===== config.mk =====
export PLATFORM = sky130hd
export DESIGN_NAME = pwm_device
export DESIGN_NICKNAME = d
export VERILOG_FILES = /design/src/rtl/pwm_device_pkg.sv /design/src/rtl/pwm_device_prescaler.sv /design/src/rtl/pwm_device.sv
export SDC_FILE = /design/constraint.sdc
export NUM_CORES = 1
export LEC_CHECK = 0
export CAP_MARGIN = 20
export CORE_MARGIN = 8
export CORE_UTILIZATION = 40
export CTS_CLUSTER_DIAMETER = 200
export DETAILED_ROUTE_END_ITERATION = 8
export PLACE_DENSITY_LB_ADDON = 0.2
export SYNTH_ARGS = -nofsm -noshare
export SYNTH_HDL_FRONTEND = slang
export SYNTH_SLANG_ARGS = --single-unit

===== constraint.sdc =====
create_clock -name clk -period 4.2 [get_ports clk]
set_clock_uncertainty 0.1 [all_clocks]
set_input_delay 0.84 -clock clk [delete_from_list [all_inputs] [get_ports clk]]
set_output_delay 0.84 -clock clk [all_outputs]
set_load 0.01 [all_outputs]

===== src/rtl/pwm_device_pkg.sv =====
// Register map, CONFIG bit positions and a byte-lane merge helper shared by
// the PWM peripheral and anything that needs to address it.
`timescale 1ns/1ps
package pwm_device_pkg;

    localparam logic [4:0] ADDR_CONFIG       = 5'h00;
    localparam logic [4:0] ADDR_TOP          = 5'h04;
    localparam logic [4:0] ADDR_COUNTER      = 5'h08;
    localparam logic [4:0] ADDR_COMPARE_BASE = 5'h10;

    localparam int CFG_ENABLE    = 0;
    localparam int CFG_SCALE_LSB = 1;
    localparam int CFG_SCALE_W   = 3;
    localparam int CFG_IRQ_EN    = 4;
    localparam int CFG_IRQ_FLAG  = 5;

    function automatic logic [31:0] byte_merge(input logic [31:0] old_v,
                                               input logic [31:0] new_v,
                                               input logic [3:0]  be);
        byte_merge = old_v;
        for (int b = 0; b < 4; b++) begin
            if (be[b]) byte_merge[8*b +: 8] = new_v[8*b +: 8];
        end
    endfunction

endpackage


===== src/rtl/pwm_device_prescaler.sv =====
// Clock prescaler: one-cycle tick every 2^scale_i clocks while enabled.
`timescale 1ns/1ps
module pwm_prescaler (
    input  logic       clk,
    input  logic       rst_n,
    input  logic       enable_i,
    input  logic [2:0] scale_i,
    input  logic       restart_i,
    output logic       tick_o
);

    logic [6:0] count_q, count_d;
    logic [6:0] mask;

    // Low scale_i bits set: the terminal count for a 2^scale_i divide.
    assign mask   = ~(7'h7F << scale_i);
    assign tick_o = enable_i & (count_q == mask);

    always_comb begin
        count_d = count_q + 7'd1;
        if (!enable_i || restart_i || tick_o) count_d = 7'd0;
    end

    always_ff @(posedge clk or negedge rst_n) begin
        if (!rst_n) count_q <= 7'd0;
        else        count_q <= count_d;
    end

endmodule


===== src/rtl/pwm_device.sv =====
// Memory-mapped PWM generator: prescaled up-counter, double-buffered top and
// compare values loaded at wrap, registered outputs and a wrap interrupt.
`timescale 1ns/1ps
module pwm_device
    import pwm_device_pkg::*;
#(
    parameter int WIDTH   = 16,
    parameter int OUTPUTS = 4
) (
    input  logic               clk,
    input  logic               rst_n,
    input  logic               peripheralBus_we,
    input  logic               peripheralBus_oe,
    input  logic [4:0]         peripheralBus_address,
    input  logic [3:0]         peripheralBus_byteSelect,
    input  logic [31:0]        peripheralBus_dataWrite,
    output logic [31:0]        peripheralBus_dataRead,
    output logic               peripheralBus_busy,
    output logic [OUTPUTS-1:0] pwm_out,
    output logic               pwm_irq
);

    logic               enable_q, enable_d;
    logic [2:0]         scale_q, scale_d;
    logic               irq_en_q, irq_en_d;
    logic               irq_flag_q, irq_flag_d;
    logic [WIDTH-1:0]   top_sh_q, top_sh_d, top_act_q, top_act_d;
    logic [WIDTH-1:0]   cmp_sh_q [OUTPUTS];
    logic [WIDTH-1:0]   cmp_sh_d [OUTPUTS];
    logic [WIDTH-1:0]   cmp_act_q [OUTPUTS];
    logic [WIDTH-1:0]   cmp_act_d [OUTPUTS];
    logic [WIDTH-1:0]   counter_q, counter_d;
    logic [OUTPUTS-1:0] pwm_q, pwm_d;
    logic [31:0]        data_read_q, data_read_d;

    logic [2:0]  word;
    logic [1:0]  cmp_idx;
    logic        sel_config, sel_top, sel_counter, sel_cmp;
    logic        cfg_wr, tick, wrap, restart;
    logic [31:0] rd_data, wr_merged;
    logic        unused_addr;

    function automatic logic [31:0] zext(input logic [WIDTH-1:0] v);
        zext = '0;
        zext[WIDTH-1:0] = v;
    endfunction

    assign word        = peripheralBus_address[4:2];
    assign cmp_idx     = peripheralBus_address[3:2];
    assign sel_config  = (word == ADDR_CONFIG[4:2]);
    assign sel_top     = (word == ADDR_TOP[4:2]);
    assign sel_counter = (word == ADDR_COUNTER[4:2]);
    assign sel_cmp     = (word >= ADDR_COMPARE_BASE[4:2]) && (int'(cmp_idx) < OUTPUTS);
    assign unused_addr = &{1'b0, peripheralBus_address[1:0]};

    assign cfg_wr  = peripheralBus_we & sel_config & peripheralBus_byteSelect[0];
    assign restart = cfg_wr;
    assign wrap    = tick & (counter_q == top_act_q);

    pwm_prescaler u_prescaler (
        .clk       (clk),
        .rst_n     (rst_n),
        .enable_i  (enable_q),
        .scale_i   (scale_q),
        .restart_i (restart),
        .tick_o    (tick)
    );

    // Current value of the addressed register, also the base for byte-lane merges.
    always_comb begin
        rd_data = '0;
        if (sel_config) begin
            rd_data[CFG_ENABLE]                   = enable_q;
            rd_data[CFG_SCALE_LSB +: CFG_SCALE_W] = scale_q;
            rd_data[CFG_IRQ_EN]                   = irq_en_q;
            rd_data[CFG_IRQ_FLAG]                 = irq_flag_q;
        end else if (sel_top) begin
            rd_data = zext(top_sh_q);
        end else if (sel_counter) begin
            rd_data = zext(counter_q);
        end else if (sel_cmp) begin
            rd_data = zext(cmp_sh_q[cmp_idx]);
        end
    end

    assign wr_merged = byte_merge(rd_data, peripheralBus_dataWrite, peripheralBus_byteSelect);

    always_comb begin
        enable_d   = enable_q;
        scale_d    = scale_q;
        irq_en_d   = irq_en_q;
        irq_flag_d = irq_flag_q;
        top_sh_d   = top_sh_q;
        if (cfg_wr) begin
            enable_d = peripheralBus_dataWrite[CFG_ENABLE];
            scale_d  = peripheralBus_dataWrite[CFG_SCALE_LSB +: CFG_SCALE_W];
            irq_en_d = peripheralBus_dataWrite[CFG_IRQ_EN];
            if (peripheralBus_dataWrite[CFG_IRQ_FLAG]) irq_flag_d = 1'b0;
        end
        // A wrap in the same cycle as a clear keeps the flag set.
        if (wrap) irq_flag_d = 1'b1;
        if (peripheralBus_we && sel_top) top_sh_d = wr_merged[WIDTH-1:0];
        for (int i = 0; i < OUTPUTS; i++) begin
            cmp_sh_d[i] = cmp_sh_q[i];
            if (peripheralBus_we && sel_cmp && int'(cmp_idx) == i)
                cmp_sh_d[i] = wr_merged[WIDTH-1:0];
        end
    end

    // Active values follow the shadows while idle and reload only at wrap.
    always_comb begin
        counter_d = counter_q;
        top_act_d = top_act_q;
        for (int i = 0; i < OUTPUTS; i++) cmp_act_d[i] = cmp_act_q[i];
        if (!enable_q || wrap) begin
            counter_d = '0;
            top_act_d = top_sh_q;
            for (int i = 0; i < OUTPUTS; i++) cmp_act_d[i] = cmp_sh_q[i];
        end else if (tick) begin
            counter_d = counter_q + {{(WIDTH-1){1'b0}}, 1'b1};
        end
        for (int i = 0; i < OUTPUTS; i++) pwm_d[i] = enable_q & (counter_q >= cmp_act_q[i]);
        data_read_d = peripheralBus_oe ? rd_data : data_read_q;
    end

    always_ff @(posedge clk or negedge rst_n) begin
        if (!rst_n) begin
            enable_q    <= 1'b0;
            scale_q     <= 3'd0;
            irq_en_q    <= 1'b0;
            irq_flag_q  <= 1'b0;
            top_sh_q    <= '0;
            top_act_q   <= '0;
            counter_q   <= '0;
            pwm_q       <= '0;
            data_read_q <= '0;
            for (int i = 0; i < OUTPUTS; i++) begin
                cmp_sh_q[i]  <= '0;
                cmp_act_q[i] <= '0;
            end
        end else begin
            enable_q    <= enable_d;
            scale_q     <= scale_d;
            irq_en_q    <= irq_en_d;
            irq_flag_q  <= irq_flag_d;
            top_sh_q    <= top_sh_d;
            top_act_q   <= top_act_d;
            counter_q   <= counter_d;
            pwm_q       <= pwm_d;
            data_read_q <= data_read_d;
            for (int i = 0; i < OUTPUTS; i++) begin
                cmp_sh_q[i]  <= cmp_sh_d[i];
                cmp_act_q[i] <= cmp_act_d[i];
            end
        end
    end

    assign peripheralBus_dataRead = data_read_q;
    assign peripheralBus_busy     = 1'b0;
    assign pwm_out                = pwm_q;
    assign pwm_irq                = irq_flag_q & irq_en_q;

endmodule


== Word-level counts from Yosys, hierarchy flattened ==
Cells that the tools add are included.

* Register bits: 225
* Input bits: 45
* Output and inout port bits: 38
* Logic and storage cells: 77

* $add $sub $neg: 2
* Order comparisons: 6
* Equality and inequality tests: 7
* Shift operators: 1
* Mux-type cells: 16
* Bitwise gates (word level): 11
* Reductions and logical operators: 16

{| class="wikitable"
|+ Operators by type and width
! cell !! count
|-
| 16-bit 2-to-1 mux || 5
|-
| 16-bit >= comparator || 4
|-
| 32-bit 2-to-1 mux || 2
|-
| 16-bit binary-select mux with 2-bit select || 1
|-
| 26-bit 2-to-1 mux || 1
|-
| 16-bit by 1-bit adder with 16-bit output, second input constant || 1
|-
| 16-bit equality test || 1
|-
| 8-bit 2-to-1 mux || 2
|-
| 1-bit bitwise AND || 9
|-
| 7-bit by 1-bit adder with 7-bit output, second input constant || 1
|-
| 7-bit equality test || 1
|-
| 7-bit 2-to-1 mux || 1
|-
| 7-bit NOT || 1
|-
| 7-bit by 3-bit left shift with 7-bit output, first input constant || 1
|-
| 3-bit >= comparator, second input constant || 2
|-
| 1-bit logical AND || 6
|-
| 6-bit 2-to-1 mux || 1
|-
| 2-bit nonzero test || 3
|-
| 2-bit equality test, second input constant || 2
|-
| 3-bit by 1-bit equality test with 1-bit output, second input constant || 1
|-
| 3-bit by 2-bit equality test with 1-bit output, second input constant || 1
|-
| 3-bit logical NOT || 1
|-
| 1-bit logical OR || 3
|-
| 1-bit 2-to-1 mux || 3
|-
| 5 further kinds || 5
|}

== Depth between registers and ports, before layout ==
* Word-level depth: 9
* Depth in mapped cells: 10
* Gate-level depth less buffers: 8

== Cells and area by module ==
A second synthesis with hierarchy kept.

* Cell total of the unflattened synthesis: 1014
* Area, all modules: 10941.7 sq um

{| class="wikitable"
|+ Modules (own cells, without submodules)
! module !! times used !! cells an instance !! area each (sq um) !! sequential area each (sq um)
|-
| pwm_device || 1 || 960 || 10390.0 || 5054.8
|-
| pwm_prescaler || 1 || 54 || 551.8 || 175.2
|}

== Least setup slack after synthesis ==
OpenSTA, ideal clock, no wires.

* Kind: input to register
* From: in peripheralBus_address[3]
* To: reg cmp_sh_q[14] (netlist name)
* Library setup time: 0.135 ns
* Data arrival time: 2.412 ns
* Required time: 3.965 ns
* Slack: 1.554 ns
* Stages on the path: 7
* Buffers on the path: 2
* Path through: clkbuf_1 > clkbuf_1 > mux4_2 > o21ai_0 > nor2_1 > a21oi_1 > o21ai_0

* Cells in the longest elaborated chain, start to end: 9
* Elaborated cells on any way between the ends: 16
* Those cells by class: order compare: 1; eq/ne: 3; mux: 8; bitwise: 1; reduce/logical: 3

{| class="wikitable"
|+ RTL lines
! what !! line !! source
|-
| start, declared || pwm_device.sv:14 || <nowiki>input logic [4:0] peripheralBus_address,</nowiki>
|-
| 2-bit NOT with 3-bit output (implied by the code) || pwm_device.sv:82 || <nowiki>rd_data = zext(cmp_sh_q[cmp_idx]);</nowiki>
|-
| 16-bit binary-select mux with 2-bit select || pwm_device.sv:82 ||
|-
| 16-bit 2-to-1 mux (implied by the code) (2 in a row) || pwm_device.sv:82 ||
|-
| 16-bit 2-to-1 mux || pwm_device.sv:81 || <nowiki>end else if (sel_cmp) begin</nowiki>
|-
| 32-bit 2-to-1 mux || pwm_device.sv:79 || <nowiki>end else if (sel_counter) begin</nowiki>
|-
| 32-bit 2-to-1 mux || pwm_device.sv:77 || <nowiki>end else if (sel_top) begin</nowiki>
|-
| 26-bit 2-to-1 mux || pwm_device.sv:72 || <nowiki>if (sel_config) begin</nowiki>
|-
| 8-bit 2-to-1 mux || pwm_device_pkg.sv:22 || <nowiki>if (be[b]) byte_merge[8*b +: 8] = new_v[8*b +: 8];</nowiki>
|-
| end signal, assigned by index || pwm_device.sv:152 || <nowiki>cmp_sh_q[i] <= cmp_sh_d[i];</nowiki>
|-
| end, declared || pwm_device.sv:28 || <nowiki>logic [WIDTH-1:0] cmp_sh_q [OUTPUTS];</nowiki>
|}

Several ways; a longest one is shown, not always the timed one. The select of a mux whose other input is x is not followed.
A chain may end at the register's enable or synchronous reset.

== Worst setup path in the final report ==
* From: in peripheralBus_address[3]
* To: reg cmp_sh_q[8] (netlist name)

The elaborated chain is that of the path after synthesis.

==> impl_results.md <==
- Leakage power: around 6.1 nW
- Placer Congestion: between 0.7 and 0.8
- Setup slack, reg-to-reg: 1200 ps
- Setup violators final: 0
- Ys async rst share: 1.00
- Worst-path fanout max: 10
- PnR Total Power: roughly 6.5 mW
- CTS clk-pin slew, worst paths: roughly 60 ps
- Ys Warns: 0
- Mapped Area: 11200 um^2
- RSZ-0062 raised after global routing: no
- P&R area growth vs syn: 14.3%
- Number of global-route vias before repair: just under 8000
- Area of the multi-input gates: between 5000 and 6000 um^2
- Post-CTS setup buffer count: 0
- Met3 routed WL: roughly 1000 um
- Port bufs: 45
- Worst-Margin Slew: 948 ps
- CP arrival: between 3000 and 4000 ps
- Hold crit path type: input pin to asynchronous set/reset pin
- Clk_lat worst skew: roughly 520 ps
- Period utilisation layout: 0.733
- Placed wire-length estimate: 19900 um
- WL met2: between 10000 and 15000 um
- Total number of vias: around 7600
- Initial antenna violation count: 0
- Post-layout minimum cycle time: between 3000 and 4000 ps
- Distinct cells, synth: 56
- EDFF count, synth: 0
- # fillers: between 2000 and 3000
- Antenna Violating Nets Remaining: 0
- DRT Pass-1 Iters: 5
- First-pass GRT wire length: approximately 45000 um
- Placed inst area: between 10000 and 15000 um^2
- Layout net count: between 1000 and 1500
- WS Path Type: input pin to register
- CTS tree: yes
- Post-CTS Hold Fix Bufs: 0
- Setup TNS: 0 ps
- Post-Syn Area per Cell: 11.0 um^2
- Finished layout cell area: 12800 um^2
- Reg2Reg Capture Point: cmp_act_q[0]$_DFFE_PN0N_
- Seq/Total Area, Yosys: 0.466
- CORE AREA: 27700 um^2
- Drt total wl: ~28000 um
- Worst Path Required: roughly 4500 ps
- Slew Limit Fails: 0
- CTS HTree Levels: 1
- VDD IR-drop max: approximately 300 uV
- Final Hold Fails: 0
- DIE AREA: ~34000 um^2
- Initial core utilization: 0.405
- Wire length on met1: 13900 um
- Setup slack at placement: between 500 and 600 ps
- Commonest non-fill, non-tap cell in the layout: dfrtp_1
- Fmax: around 0.33 GHz
- Die W: ~180 um
- Final core utilization: 0.463
- Clock buffer depth: 3
- Worst hold slack: ~320 ps
- Initial DRC Count: between 400 and 500
- Resized Gates After CTS: 0
- CTS buffer count: 24
- I/O pin count: 83
- Critical Path Start Type: input pin
- Final worst slack: 1120 ps
- MaxCap Viol Count: 0
- Top layer reached by signal wires: met4
- Leading register cell type out of synthesis: dfrtp_1
- Overall Global Routing Usage: 0.171
- CTS sink cnt: roughly 210
- Row count: slightly above 60
- Slew headroom: 0.367
- R2r worst-path depth: 6
- Vias per cell: a little over 5
- Most frequent cells in the layout: 209 x dfrtp_1, 86 x inv_1, 82 x a21oi_1, 75 x nand2_1, 72 x o21ai_0
- Drt drc: 0
- Worst Setup End Kind: register
- Sequential Area: 5230 um^2
- Non-Filler Instances: 1459
- Status: finished clean
- Yosys reg bits: between 200 and 250
- Layout cell share with drive strength beyond 1: 0.157
- Diode count: 0
- Largest net degree at the start of global routing: between 90 and 100
- Avg WL per Cell: between 15 and 20 um
- Post-Synthesis Cells: 1020
- Gr ovfl total: 0
- DP Cell Count: ~1400
- R2R Path Start: counter_q[1]$_DFFE_PN0P_
- Chip Height: approximately 180 um
- Pwr Density: roughly 500 nW/um^2
- Root buf cell: clkbuf_16
## critical path, stage by stage
cell             delay (ps)
clkdlybuf4s50_1         740
nor2b_1                 890
a221o_1                 270
o21ai_0                 170
nor2_1                  140
a21oi_1                 120
o21ai_0                 230
## cells in the mapped netlist (10+ instances only)
master    number  area share
nor2_1        56       0.019
a21o_1        12      0.0080
dfrtp_1      209        0.47
mux2_2        17       0.017
mux2_4        60       0.080
mux4_2        16       0.032
nand3_1       18      0.0080
nand2_1       75       0.025
xor2_1        21       0.016
buf_4         21       0.014
a221o_1       10      0.0089
ha_1          66       0.074
inv_1         86       0.029
mux2i_1       30       0.027
clkbuf_1      37       0.012
a21oi_1       82       0.037
o21ai_0       72       0.032
## logic make-up (layout without fill, tap and decap cells)
group | count (synthesis) | after routing | synth area share
XOR/XNOR | 24 | 24 | 0.0187
other | 1 | 17 | 0.000334
adder cells (fa/ha/maj) | 66 | 66 | 0.0735
multiplexers | 130 | 130 | 0.163
AO/OA/AOI/OAI | 217 | 217 | 0.115
AND/OR/NAND/NOR | 213 | 213 | 0.0904
flip-flops | 209 | 209 | 0.466
buffers and inverters | 160 | 205 | 0.0731
## final cells by class
type | count | area share
Tap cell | 378 | 0.0368
Clock buffer | 32 | 0.0531
Multi-Input combinational cell | 667 | 0.409
Clock inverter | 11 | 0.00906
Sequential cell | 209 | 0.407
Timing Repair Buffer | 75 | 0.0590
Inverter | 87 | 0.0254
## sequential cells by signal (all words and copies together) (netlist names), 4 cells and up
signal,cells
u_prescaler.count_q,7
peripheralBus_dataRead,16
top_sh_q,16
pwm_out,4
counter_q,16
cmp_sh_q,64
cmp_act_q,64
top_act_q,16
## worst max-delay path by stage
stage                     slack, ps                     start                  endpoint
after floorplan                1550  peripheralBus_address[3]  cmp_sh_q[14]$_DFFE_PN0P_
after global placement          610  peripheralBus_address[3]  cmp_sh_q[40]$_DFFE_PN0P_
after detailed placement        540  peripheralBus_address[3]   cmp_sh_q[8]$_DFFE_PN0P_
after CTS                      1090  peripheralBus_address[3]   cmp_sh_q[8]$_DFFE_PN0P_
after global routing            860  peripheralBus_address[3]  cmp_sh_q[42]$_DFFE_PN0P_
final                          1120  peripheralBus_address[3]   cmp_sh_q[8]$_DFFE_PN0P_
## where the power goes
group	switching (mW)	total (mW)	internal, mW
Combinational	0.753	1.57	0.814
Clock	0.850	2.11	1.26
Sequential	0.337	2.80	2.47
Total	1.94	6.48	4.54
## per-layer routing
| layer | global-route usage | vias to the layer above |
|---|---|---|
| met4 | 0.0377 | 0 |
| met2 | 0.265 | 118 |
| li1 | - | 3630 |
| met1 | 0.249 | 3788 |
| met3 | 0.0239 | 30 |
| met5 | 0 | - |
Note: power is estimated with default switching activity, not from simulation.
==> RTL change (same settings) <==
Put one more register stage on the output `peripheralBus_dataRead`, cleared by the reset. The value now appears one clock later. The other outputs are not delayed to match.
--- a/src/rtl/pwm_device.sv
+++ b/src/rtl/pwm_device.sv
@@ -155,7 +155,13 @@
         end
     end
 
-    assign peripheralBus_dataRead = data_read_q;
+    always_ff @(posedge clk or negedge rst_n) begin
+        if (!rst_n) begin
+            peripheralBus_dataRead <= '0;
+        end else begin
+            peripheralBus_dataRead <= data_read_q;
+        end
+    end
     assign peripheralBus_busy     = 1'b0;
     assign pwm_out                = pwm_q;
     assign pwm_irq                = irq_flag_q & irq_en_q;
Formal check against the unedited RTL: not equivalent (Yosys sat finds a counterexample within 4 cycles, from zero or initial values and one cycle with rst_n low).
==> RTL change against the unedited design <==
  * Sequential cell count rose by 16
  * Worst setup slack got worse by 130 ps
  * Routed wire length rose by 1.9%
  * Register-to-register slack got worse by 30 ps
  * Global-route usage fell by 0.73 points
  * Total power rose by 5.3%
  * Synthesized area rose by 3.6%
  * Sequential share of layout area rose by 1.7 points
  * Design area rose by 3.3%
==> RTL change: results (changes against the unedited design) <==
Status -> finished clean (unchanged)
Gpl congestion -> 0.825 (was 0.786)
Pre-antenna DRT Iters -> 4 (was 5)
Signal buf overhead -> 0.0536 (was 0.0590)
Clock buffers -> 40 (was 32)
Max_slew headroom -> 0.427 (was 0.367)
CP peak stage delay -> 910 ps (was 890 ps)
Synth top area cells -> dfrtp_1 (48%), mux2_4 (7.7%), ha_1 (7.1%) (was dfrtp_1 (47%), mux2_4 (8.0%), ha_1 (7.4%))
First-pass GRT wire length -> 45700 um (was 45100 um)
Leading cell types by count after synthesis -> dfrtp_1 (225), inv_1 (86), a21oi_1 (82), nand2_1 (75), o21ai_0 (72) (was dfrtp_1 (209), inv_1 (86), a21oi_1 (82), nand2_1 (75), o21ai_0 (72))
GRT Total Usage -> 0.163 (was 0.171)
Crit path max-delay cell type -> clkdlybuf4s50_1 (was nor2b_1)
Pleak -> 0.00635 uW (was 0.00613 uW)
Hpwl dp -> 19700 um (was 19900 um)
R2R setup slack -> 1170 ps (was 1200 ps)
Per-cell routed wire length -> 19.4 um (was 19.3 um)
Reg2reg start -> counter_q[4] (was counter_q[1])
Register area -> 5630 sq um (was 5230 sq um)
Vias per Instance -> 5.15 (was 5.19)
Worst vdd ir -> 0.254 mV (was 0.291 mV)
Sequential element share of the synthesized area -> 0.484 (was 0.466)
Crit path DAT -> 3490 ps (was 3410 ps)
Multi-input combinational area share -> 0.396 (was 0.409)
Nets -> 1191 (was 1175)
Buffers, non-clock -> 73 (was 75)
Worst Setup SP -> peripheralBus_address[3] (unchanged)
DR iter-0 viols -> 509 (was 470)
Vias in the first global route -> 7861 (was 7721)
Largest net degree at the start of global routing -> 102 (was 98)
Seq cells -> 225 (was 209)
Reg2reg end -> cmp_act_q[1] (was cmp_act_q[0])
Share of layout cells above drive strength 1 -> 0.155 (was 0.157)
CTS Buf Count -> 26 (was 24)
## RTL change: changes by cell type in the layout (fill, tap and decap cells not counted)
| cell | unedited run | this run |
|---|---|---|
| buf_12 | 5 | 4 |
| buf_16 | 1 | 0 |
| buf_8 | 0 | 1 |
| bufinv_16 | 2 | 1 |
| clkbuf_1 | 4 | 5 |
| clkbuf_16 | 25 | 27 |
| clkbuf_8 | 4 | 8 |
| clkinv_4 | 1 | 0 |
| clkinvlp_4 | 3 | 0 |
| dfrtp_1 | 209 | 225 |
## RTL change: through the flow
step | instances | setup slack (ps) | power [uW] | instance area, sq um | hold slack (ps)
floorplan | 1052 | 1550 | 4130 | 11700 | 254
global placement | 1436 | 467 | 4590 | 12400 | 260
detailed placement | 1436 | 465 | 4620 | 12400 | 259
CTS | 1482 | 1030 | 6900 | 13300 | 271
global route | 1482 | 842 | 7220 | 13300 | 276
finish | 1482 | 991 | 6820 | 13300 | 231
## RTL change: critical path, delay by kind of cell
kind | cells | cell delay, ps
buffers and inverters | 2 | 1160
AOI/OAI and AO/OA | 4 | 1120
and+or+nand+nor | 2 | 360
## RTL change: cell families after synthesis
family          after synthesis  synth area share
xor+xnor                     24            0.0181
flops                       225             0.484
simple gates                213            0.0873
compound gates              217             0.111
fa+ha+maj                    66            0.0710
mux                         130             0.158
other cells                   1          0.000322
buf+inv                     160            0.0706
## RTL change: per-layer routing
layer / wire length [um] / GRT usage
met1: 13600 / 0.228
met2: 13300 / 0.258
met3: 1240 / 0.0283
met4: 622 / 0.0440
met5: 0 / 0
## RTL change: where the power goes
group	leakage, uW	total, uW	switching [uW]	internal [uW]
combinational	0.00310	1580	770	812
sequential	0.00281	2990	339	2650
clock	0.000430	2250	885	1370
